$ cat config.mk
export PLATFORM = sky130hd
export DESIGN_NAME = poly_eval_arbiter
export DESIGN_NICKNAME = d
export VERILOG_FILES = /design/src/rtl/poly_eval_arbiter.sv
export SDC_FILE = /design/constraint.sdc
export NUM_CORES = 1
export LEC_CHECK = 0
export ABC_AREA = 1
export BUFFER_PORTS_ARGS = -buffer_cell sky130_fd_sc_hd__buf_2
export CAP_MARGIN = 0
export CORE_MARGIN = 3
export CORE_UTILIZATION = 37
export DETAILED_ROUTE_END_ITERATION = 10
export PLACE_DENSITY = 0.68
export SLEW_MARGIN = 20
export SYNTH_ARGS = -nofsm -noshare
export SYNTH_HDL_FRONTEND = slang
export SYNTH_SLANG_ARGS = --single-unit
export TNS_END_PERCENT = 5
$ cat constraint.sdc
create_clock -name clk -period 2.7 [get_ports clk]
set_input_delay 0.54 -clock clk [delete_from_list [all_inputs] [get_ports clk]]
set_output_delay 0.54 -clock clk [all_outputs]
set_load 0.02 [all_outputs]
$ cat src/rtl/poly_eval_arbiter.sv
// Round-robin arbiter/sequencer sharing one serial-load evaluator (A*X*X+B*X+C) among NUM_REQ clients.
// Optional watchdog in WAIT_RES compiled in with `define POLY_ARB_TIMEOUT_EN.
module poly_eval_arbiter #(
  parameter int NUM_REQ        = 4,
  parameter int TIMEOUT_CYCLES = 32
) (
  input  logic                 clk,
  input  logic                 reset,
  input  logic [NUM_REQ-1:0]   req,
  input  logic [8*NUM_REQ-1:0] req_a,
  input  logic [8*NUM_REQ-1:0] req_b,
  input  logic [8*NUM_REQ-1:0] req_c,
  input  logic [8*NUM_REQ-1:0] req_x,
  output logic [NUM_REQ-1:0]   gnt,
  output logic [NUM_REQ-1:0]   resp_valid,
  output logic [7:0]           resp_data,
  output logic                 resp_err,
  output logic                 busy,
  output logic                 eval_go,
  output logic [7:0]           eval_data_in,
  input  logic [7:0]           eval_result,
  input  logic                 eval_valid
);
  localparam int PW = $clog2(NUM_REQ);

  typedef enum logic [2:0] {IDLE, ARB, GO_HI, GO_LO, WAIT_RES, RESP} state_t;
  typedef logic [3:0][7:0] ops_t;  // [0]=A [1]=B [2]=C [3]=X, load order

  state_t                    state_q, state_d;
  logic [PW-1:0]             ptr_q, ptr_d;
  logic [PW-1:0]             win_q, win_d;
  ops_t                      ops_q, ops_d;
  logic [1:0]                k_q, k_d;
  logic [7:0]                res_q, res_d;
  logic [NUM_REQ-1:0][3:0][7:0] lane_ops;
  logic [PW:0]               scan, win_idx;
  logic                      win_hit;

  for (genvar g = 0; g < NUM_REQ; g++) begin : g_lane
    assign lane_ops[g] = {req_x[8*g +: 8], req_c[8*g +: 8], req_b[8*g +: 8], req_a[8*g +: 8]};
  end

  // First asserted request at or after the RR pointer, wrapping.
  always_comb begin
    win_hit = 1'b0;
    win_idx = '0;
    scan    = '0;
    for (int i = 0; i < NUM_REQ; i++) begin
      scan = {1'b0, ptr_q} + (PW+1)'(i);
      if (scan >= (PW+1)'(NUM_REQ)) scan = scan - (PW+1)'(NUM_REQ);
      if (!win_hit && req[scan]) begin
        win_hit = 1'b1;
        win_idx = scan;
      end
    end
  end

`ifdef POLY_ARB_TIMEOUT_EN
  localparam int TW = $clog2(TIMEOUT_CYCLES + 1);
  logic [TW-1:0] tmo_q, tmo_d;
  logic          err_q, err_d;
`endif

  always_comb begin
    state_d = state_q;
    ptr_d   = ptr_q;
    win_d   = win_q;
    ops_d   = ops_q;
    k_d     = k_q;
    res_d   = res_q;
`ifdef POLY_ARB_TIMEOUT_EN
    tmo_d   = tmo_q;
    err_d   = err_q;
`endif
    case (state_q)
      IDLE: if (|req) state_d = ARB;
      ARB: begin
        if (win_hit) begin
          win_d   = win_idx[PW-1:0];
          ops_d   = lane_ops[win_idx];
          ptr_d   = (win_idx == (PW+1)'(NUM_REQ-1)) ? '0 : PW'(win_idx + 1'b1);
          k_d     = 2'd0;
          state_d = GO_HI;
        end else begin
          state_d = IDLE;
        end
      end
      GO_HI: state_d = GO_LO;
      GO_LO: begin
        if (k_q == 2'd3) begin
          state_d = WAIT_RES;
`ifdef POLY_ARB_TIMEOUT_EN
          tmo_d   = '0;
`endif
        end else begin
          k_d     = k_q + 2'd1;
          state_d = GO_HI;
        end
      end
      WAIT_RES: begin
        if (eval_valid) begin
          res_d   = eval_result;
          state_d = RESP;
`ifdef POLY_ARB_TIMEOUT_EN
          err_d   = 1'b0;
        end else if (tmo_q == TW'(TIMEOUT_CYCLES - 1)) begin
          res_d   = 8'h00;
          err_d   = 1'b1;
          state_d = RESP;
        end else begin
          tmo_d   = tmo_q + 1'b1;
`endif
        end
      end
      RESP:    state_d = (|req) ? ARB : IDLE;
      default: state_d = IDLE;
    endcase
  end

  always_ff @(posedge clk) begin
    if (reset) begin
      state_q <= IDLE;
      ptr_q   <= '0;
      win_q   <= '0;
      ops_q   <= '0;
      k_q     <= '0;
      res_q   <= '0;
`ifdef POLY_ARB_TIMEOUT_EN
      tmo_q   <= '0;
      err_q   <= 1'b0;
`endif
    end else begin
      state_q <= state_d;
      ptr_q   <= ptr_d;
      win_q   <= win_d;
      ops_q   <= ops_d;
      k_q     <= k_d;
      res_q   <= res_d;
`ifdef POLY_ARB_TIMEOUT_EN
      tmo_q   <= tmo_d;
      err_q   <= err_d;
`endif
    end
  end

  // Grant is combinational in ARB so it is visible in the decision cycle.
  always_comb begin
    gnt        = '0;
    resp_valid = '0;
    case (state_q)
      ARB:                     if (win_hit) gnt[win_idx] = 1'b1;
      GO_HI, GO_LO, WAIT_RES:  gnt[win_q] = 1'b1;
      RESP: begin
        gnt[win_q]        = 1'b1;
        resp_valid[win_q] = 1'b1;
      end
      default: ;
    endcase
  end

  assign resp_data    = (state_q == RESP) ? res_q : 8'h00;
`ifdef POLY_ARB_TIMEOUT_EN
  assign resp_err     = (state_q == RESP) && err_q;
`else
  assign resp_err     = 1'b0;
`endif
  assign busy         = (state_q != IDLE);
  assign eval_go      = (state_q == GO_HI);
  // k and the operand latch only move in ARB/GO_LO, so this holds the last value elsewhere.
  assign eval_data_in = ops_q[k_q];

endmodule

# ---- Word level (Yosys, flattened, before mapping)
# Index checks and enable logic that the tools add are counted.
# W data, S select, Z words.
dict set report classes {
  n_addsub 9
  n_lt_le_gt_ge 13
  eq_ne 11
  n_mux 42
  n_reduce_logical 17
}
# operator count
set ops {}
lappend ops {{$bmux W32 S2} 1}
lappend ops {{$mux W3} 11}
lappend ops {{$mux W32} 1}
lappend ops {{$pmux W3 S6} 1}
lappend ops {{$bmux W8 S2} 1}
lappend ops {{$mux W8} 2}
lappend ops {{$lt A3 B3 Y1 const B} 5}
lappend ops {{$mux W1} 11}
lappend ops {{$eq A3 B2 Y1 const B} 3}
lappend ops {{$ge A3 B3 Y1 const B} 3}
lappend ops {{$sub A3 B3 Y3 const B} 3}
lappend ops {{$bmux W1 S2} 4}
lappend ops {{$mux W2} 4}
lappend ops {{$mux W4} 2}
lappend ops {{$ne A2 B2 Y1 const B} 4}
lappend ops {{$pmux W4 S2} 1}
lappend ops {{$reduce_or A4 Y1} 2}
lappend ops {{$add A2 B2 Y3 const B} 2}
lappend ops {{$eq A3 B3 Y1 const B} 2}
lappend ops {{$lt A2 B3 Y1 const B} 2}
lappend ops {{$reduce_and A2 Y1} 3}
lappend ops {{$logic_and A1 B1 Y1} 5}
lappend ops {{$add A2 B1 Y2 const B} 2}
lappend ops {{$demux W1 S2} 2}
lappend ops {{other kinds (13)} 15}
dict set report totals {
  regBits 49
  inputBits 143
  out_inout_bits 27
}

# ---- Longest topological paths before layout
# Gate-level depths: netlist of the first run.
dict set report logic_depth {
  ltp_word 20
  ltp_mapped 16
  depth_no_buf 14
}

# ---- Least setup slack after synthesis of the first run
# OpenSTA, ideal clock, no wires.
dict set report synth_timing {
  path_kind {register to output}
  startpoint {reg ptr_q[0]}
  endpoint {out gnt[0]}
  arrival_time_ns 2.371
  required_ns 2.160
  setup_slack_ns -0.211
  stages_incl_launch_ff 13
  path_buffers 1
  path_cell_list {dfxtp_1 > inv_4 > ha_1 > inv_1 > nand3_2 > nand2_4 > o21ai_1 > nand2_4 > nand2_4 > inv_2 > buf_6 > nand2_1 > o31ai_1}
}
dict set report synth_via {
  elab_chain_cells 20
}
# item line_no
set synth_lines {}
lappend synth_lines {{from (decl)} 30} ;# logic [PW-1:0] ptr_q, ptr_d;
lappend synth_lines {{from (signal assigned)} 134} ;# ptr_q <= ptr_d;
lappend synth_lines {{branches (longest 18 deep; another with $add A2 B1 Y3)} -}
lappend synth_lines {{$mux W4 (*)} 151} ;# ARB: if (win_hit) gnt[win_idx] = 1'b1;
lappend synth_lines {{$pmux W4 S2 (*)} 150} ;# case (state_q)
lappend synth_lines {{to (decl)} 14} ;# output logic [NUM_REQ-1:0] gnt,
# Mark *: on every way between the ends. The select of a mux whose other input is x is not followed.

# ---- Worst setup path in the final report of the first run
dict set report layout_timing {
  startpoint {reg ptr_q[0]}
  endpoint {out gnt[3]}
}
# The elaborated chain is that of the path after synthesis.

==> results.cfg, run 1 <==
[drt]
drc_errors = 0
drt_first_pass_iters = 4
routed_wirelength_um = 11400
post_route_ant_nets = 0
via_count = 4485
route.detailed.wl_per_inst_um = 11.8
drt-initial-drc-count = 284
route.detailed.vias_per_inst = 4.66

[finish]
fillers = 1106
stdcell_area_um2 = 4890
antenna-diode-count = 0
areaGrowthSynthToFinish_pct = 28.8
stdcell_count = 962
flip_flop_and_latch_area_um2 = 982
multiInputGateArea_um2 = 2360
layout-drive-gt1-share = 0.259
nNetsFinal = 975

[outcome]
run_status = completed

[clocking]
cts_root_buf = clkbuf_8
cts_tree = built
clkSinkCount = 49
clkTransAtPathRegs_ns = 0.08
ctsLongestPathBuffers = 2
cts-htree-levels = 2
cts_hold_buffers = 0
cts_buffers = 5
insertion_delay_ns = 0.29

[critical_path]
rrSetupSlack_ns = 0.52
worst_ep_arrival_time_ns = 2.05
cp.required_ns = 2.16
regToRegStartpoint = ptr_q[0]$_SDFFE_PP0P_
worst_setup_path_end_kind = output port
worstReg2RegEnd = ops_q[5]$_SDFFE_PP0P_
r2r_cells = 14
worst_setup_path_start_kind = flip-flop
criticalPathCategory = flip-flop to output port
crit_fanout = 6

[grt]
gr-usage-all-layers = 0.188
grt_antenna_before_repair = 0
grt_pass1_vias = 3983
maximum_number_of_pins_on_one_net_before_global_route_repair = 48
gr-total-overflow = 0
grt_pass1_wl_um = 18000

[timing]
finalSetupTns_ns = 0
worst_pin_slew_ns = 0.524
fin_crit_ns = 2.59
final_max_slew_viol_count = 0
hold_violations = 0
period_share = 0.958
timing.slew.headroom = 0.650
max_clock_skew_ns = 0.00884
max_freq_ghz = 0.387
rsz0062_at_grt = true
final-setup-viol-count = 0
fin_hold_ws_ns = 0.457

[placed_design]
port_buffers = 168
placed_area_um2 = 4740
gpl.final_weighted_congestion = 0.883
placed_cells = 953
dp_hpwl_um = 8570

[logic_synthesis]
ys_warn_count = 0
synth.net_count = 820
synth.largest_area_cell = dfxtp_1
synth_largest_type_area_fraction = 0.259
synth.lib_cells_used.distinct = 33
seq_area_frac_synth = 0.259
synth_cells = 673
edff_count_synth = 0
ys_dominant_reg_cell = dfxtp_1
synth_common_cells = nand2_1 (186), nor2_1 (141), nand3_1 (82), inv_1 (79), dfxtp_1 (49)
synthMostInstantiatedCell = nand2_1
synth_seq_cells = 49
synth_area_per_cell_um2 = 5.64
synth_async_sr_flop_share = 0
yosys-top-cells-area = dfxtp_1 (26%), nand2_1 (18%), nor2_1 (14%)
syn_area_um2 = 3790

[power]
powerDensity_nw_per_um2 = 860
internal_power_mw = 2.04
share_seq_of_total_power = 0.233
switching_share = 0.514
clock_power_share = 0.099
cellLeakagePower_nw = 2.69
netSwitchingPower_mw = 2.16
power.share.combinational = 0.668
vdd.ir_drop.worst_uv = 590

[hold_path]
hold_path.startpoint = res_q[6]$_SDFFE_PP0P_
worst_hold_path_type = flip-flop to flip-flop
holdPathStages = 2
whs_endpoint = res_q[6]$_SDFFE_PP0P_

[die]
top_ports = 170
floorplan.core_area_um2 = 9860
die-area_um2 = 11500
initial_utilization = 0.385
die_h_um = 107
chipWidth_um = 107
num_rows = 36

[job]
maxCapViolCount = 0
-- critical path: stages (launching register included) --
cell,delay [ns]
dfxtp_2,0.36
inv_4,0.04
ha_4,0.29
inv_4,0.05
nand3_2,0.08
nand2_4,0.08
o21ai_1,0.21
nand2_4,0.08
nand2_4,0.09
nand4_1,0.13
o32ai_2,0.16
buf_4,0.20
-- cell families after synthesis --
| kind of cell | count (synthesis) | share of synthesized area |
|---|---|---|
| AOI/OAI and AO/OA | 56 | 0.0831 |
| adders and majority gates | 4 | 0.0132 |
| buffers and inverters | 119 | 0.137 |
| DFF | 49 | 0.259 |
| other | 1 | 0.000988 |
| and+or+nand+nor | 444 | 0.508 |
-- how the worst max path moves through the flow --
stage                     depth (start not counted)                  start     end  slack (ns)
final                                            11  ptr_q[0]$_SDFFE_PP0P_  gnt[3]        0.11
after global routing                             11  ptr_q[0]$_SDFFE_PP0P_  gnt[3]       -0.01
after CTS                                        13  ptr_q[0]$_SDFFE_PP0P_  gnt[0]        0.07
after detailed placement                         12  ptr_q[0]$_SDFFE_PP0P_  gnt[0]        0.11
after global placement                           12  ptr_q[0]$_SDFFE_PP0P_  gnt[0]        0.16
after floorplan                                  12  ptr_q[0]$_SDFFE_PP0P_  gnt[0]       -0.06
-- metrics by stage --
stage           util  power [mW]  setup slack [ns]
2_1_floorplan      -        3.16           -0.0601
3_3_place_gp   0.480        3.72             0.161
3_5_place_dp   0.480        3.73             0.106
4_1_cts        0.492        4.22            0.0735
5_1_grt        0.495        4.66           -0.0112
6_report       0.495        4.20             0.115
-- power by group through the flow --
stage | combinational (mW) | sequential (mW) | clock, mW
floorplan | 2.19 | 0.972 | 0
global placement | 2.73 | 0.989 | 0
detailed placement | 2.74 | 0.989 | 0
CTS | 2.81 | 0.977 | 0.435
global route | 3.20 | 0.993 | 0.462
finish | 2.81 | 0.978 | 0.417
-- cell type report --
class / count / area share
Timing Repair Buffer: 185 / 0.202
Clock buffer: 8 / 0.0164
Inverter: 82 / 0.0640
Tap cell: 133 / 0.0341
Multi-Input combinational cell: 505 / 0.483
Sequential cell: 49 / 0.201
-- sequential cells by signal, indices dropped and copies added (netlist names) --
signal / flops
ops_q: 32
res_q: 8
state_q: 3
k_q: 2
ptr_q: 2
win_q: 2
-- routing by layer --
metal  vias up  track usage  part of all wire
met2       101        0.331              0.48
met4         0       0.0338            0.0069
met5         -            0                 0
met3         6       0.0294             0.052
met1      1973        0.245              0.46
li1       2405            -                 -
-- cell usage in the layout, fill, tap and decap left out, types with 2 or more instances in the layout --
master / instances
o31ai_4: 2
buf_4: 17
nand2_2: 3
o22ai_1: 9
buf_6: 3
clkbuf_8: 5
nand2_4: 5
nor2_4: 3
nand3_1: 82
buf_2: 165
nor2_1: 141
nand3_2: 2
o21ai_0: 25
a211oi_1: 2
nor3_1: 5
dfxtp_1: 48
o211ai_1: 2
nand3b_1: 14
nand2_1: 184
nand4_1: 3
clkbuf_1: 3
inv_4: 2
a21oi_1: 12
ha_1: 3
inv_1: 78
-- what timing repair did --
action                     CTS  global route
setup endpoints to repair    4             3
setup buffers                1             0
gates resized for setup      7             8
pin swaps                    1             2
Note: power is estimated with default switching activity, not from simulation.
==> run 2: changes to the inputs <==
--- a/config.mk
+++ b/config.mk
@@ -5,13 +5,12 @@
 export SDC_FILE = /design/constraint.sdc
 export NUM_CORES = 1
 export LEC_CHECK = 0
-export ABC_AREA = 1
 export BUFFER_PORTS_ARGS = -buffer_cell sky130_fd_sc_hd__buf_2
 export CAP_MARGIN = 0
 export CORE_MARGIN = 3
 export CORE_UTILIZATION = 37
 export DETAILED_ROUTE_END_ITERATION = 10
-export PLACE_DENSITY = 0.68
+export PLACE_DENSITY = 0.67
 export SLEW_MARGIN = 20
 export SYNTH_ARGS = -nofsm -noshare
 export SYNTH_HDL_FRONTEND = slang
==> results.cfg, run 2 <==
[die]
die-area_um2 = 12500
die_h_um = 112
chipWidth_um = 112
num_rows = 37
initial_utilization = 0.390
top_ports = 170
floorplan.core_area_um2 = 10600

[placed_design]
place_worst_setup_slack_ns = -0.0908
placed_area_um2 = 5320
port_buffers = 168
dp_hpwl_um = 11200
gpl.final_weighted_congestion = 0.826
placed_cells = 781

[timing]
rsz0062_at_grt = true
max_freq_ghz = 0.339
finalSetupTns_ns = -0.855
fin_hold_ws_ns = 0.473
fin_ws_ns = -0.252
final-setup-viol-count = 4
fin_crit_ns = 2.95
timing.slew.headroom = 0.351
final_max_slew_viol_count = 0
period_share = 1.09
max_clock_skew_ns = 0.0106
hold_violations = 0
worst_pin_slew_ns = 0.973

[logic_synthesis]
synth_area_per_cell_um2 = 8.38
synth_cells = 493
ys_warn_count = 0
synth.largest_area_cell = dfxtp_1
ys_dominant_reg_cell = dfxtp_1
synth.lib_cells_used.distinct = 57
synth_largest_type_area_fraction = 0.237
seq_area_frac_synth = 0.237
synth_async_sr_flop_share = 0
synth.net_count = 640
synth_common_cells = dfxtp_1 (49), nand3_1 (49), o21ai_0 (35), and3_1 (32), clkbuf_1 (31)
edff_count_synth = 0
syn_area_um2 = 4130
synth_seq_cells = 49
yosys-top-cells-area = dfxtp_1 (24%), a221oi_2 (7.3%), mux2i_1 (6.8%)

[finish]
areaGrowthSynthToFinish_pct = 36.4
stdcell_area_um2 = 5640
finalCoreUtilization = 0.532
layout.cells.most_common_list = buf_2 (164), nand3_1 (49), dfxtp_1 (48), buf_4 (42), and3_1 (32)
largest_registers = ops_q: 32 flops, res_q: 8 flops, state_q: 3 flops
nNetsFinal = 804
regMostFlops = ops_q
stdcell_count = 795
largest_reg_flops = 32
layout-drive-gt1-share = 0.442
mostFrequentLayoutCell = buf_2

[power]
finalPower_mw = 3.00
cellLeakagePower_nw = 2.46
vdd.ir_drop.worst_uv = 329
powerDensity_nw_per_um2 = 533

[outcome]
run_status = finished with violations
violations_in_the_final_reports = negative setup slack

[clocking]
insertion_delay_ns = 0.30
cts_root_buf = clkbuf_8
cts-htree-levels = 2
cts_buffers = 5
cts_tree = built
clkTransAtPathRegs_ns = 0.10
cts_hold_buffers = 0
ctsLongestPathBuffers = 2
clkSinkCount = 49

[drt]
routed_wirelength_um = 14800
route.detailed.vias_per_inst = 5.93
drc_errors = 0
drt_first_pass_iters = 5
route.detailed.wl_per_inst_um = 18.6
via_count = 4712
drt-initial-drc-count = 321
post_route_ant_nets = 0

[critical_path]
worst_setup_path_end_kind = output port
worst_setup_path_start_kind = flip-flop
worst_ep_arrival_time_ns = 2.41
cp.required_ns = 2.16
crit_fanout = 7
criticalPathCategory = flip-flop to output port

[grt]
grt_antenna_before_repair = 1
grt_pass1_wl_um = 23300
gr-usage-all-layers = 0.223
maximum_number_of_pins_on_one_net_before_global_route_repair = 41
gr-total-overflow = 0
grt_pass1_vias = 4691

[job]
maxCapViolCount = 0

[hold_path]
worst_hold_path_type = input port to flip-flop
## run 2: cell count changes after synthesis, moves of 14 or more
cell and change:
clkbuf_1 +14, a32o_1 +24, nor2_1 -118, inv_1 -70
nand2_1 -170, a211oi_1 +23, and3_1 +32, mux2i_1 +28
o21ai_1 +20, nand3_1 -33, a221oi_2 +20
## run 2: final cells by class
class                      count  area [µm²]
antenna                        1        2.50
clock buffer                   5        68.8
clock inverter                 3        68.8
fill                        1006        4970
inverter                      10        50.0
multi-input combinational    377        3030
sequential                    49         985
tap                          136         170
timing repair buffer         214        1260
## run 2: layer usage
metal / vias up / wire length [µm] / share of wire / GRT usage
met5: - / 0 / 0 / 0
met4: 0 / 415 / 0.028 / 0.0657
met3: 24 / 882 / 0.060 / 0.0348
met2: 171 / 7610 / 0.51 / 0.399
met1: 2256 / 5880 / 0.40 / 0.276
li1: 2261 / - / - / -
## run 2: critical path, cell delays in order (launching register included)
cell      delay, ns
dfxtp_4        0.40
clkinv_8       0.05
ha_4           0.30
mux4_2         0.43
a21o_1         0.23
buf_4          0.15
nand2_4        0.07
nand2_4        0.07
o32ai_4        0.26
buf_6          0.15
## run 2: path summary, 6_finish.rpt
kind | start | end | slack (ns) | depth (start not counted)
min reg2reg | ops_q[10]$_SDFFE_PP0P_ | ops_q[10]$_SDFFE_PP0P_ | 0.48 | 1
min | eval_result[7] | res_q[7]$_SDFFE_PP0P_ | 0.47 | 3
max reg2reg | ptr_q[0]$_SDFFE_PP0P_ | ops_q[20]$_SDFFE_PP0P_ | 0.05 | 10
max | ptr_q[0]$_SDFFE_PP0P_ | gnt[2] | -0.25 | 9
## run 2: kinds of logic after synthesis
family          after synthesis  synth area share
compound gates              169             0.325
simple gates                158             0.206
buf+inv                      67            0.0781
flops                        49             0.237
mux                          43             0.136
fa+ha+maj                     4            0.0121
xor+xnor                      2           0.00424
other cells                   1          0.000907
## run 2: power breakdown
| part | internal, mW | switching (mW) |
|---|---|---|
| clock network | 0.373 | 0.256 |
| logic | 0.659 | 0.863 |
| registers | 0.799 | 0.0553 |
| total | 1.83 | 1.17 |
## run 2: what timing repair did
item,CTS,global route
resized for setup,8,26
buffers inserted,3,2
gates cloned,0,0
pin swaps,5,9
endpoints found under the setup margin,4,10
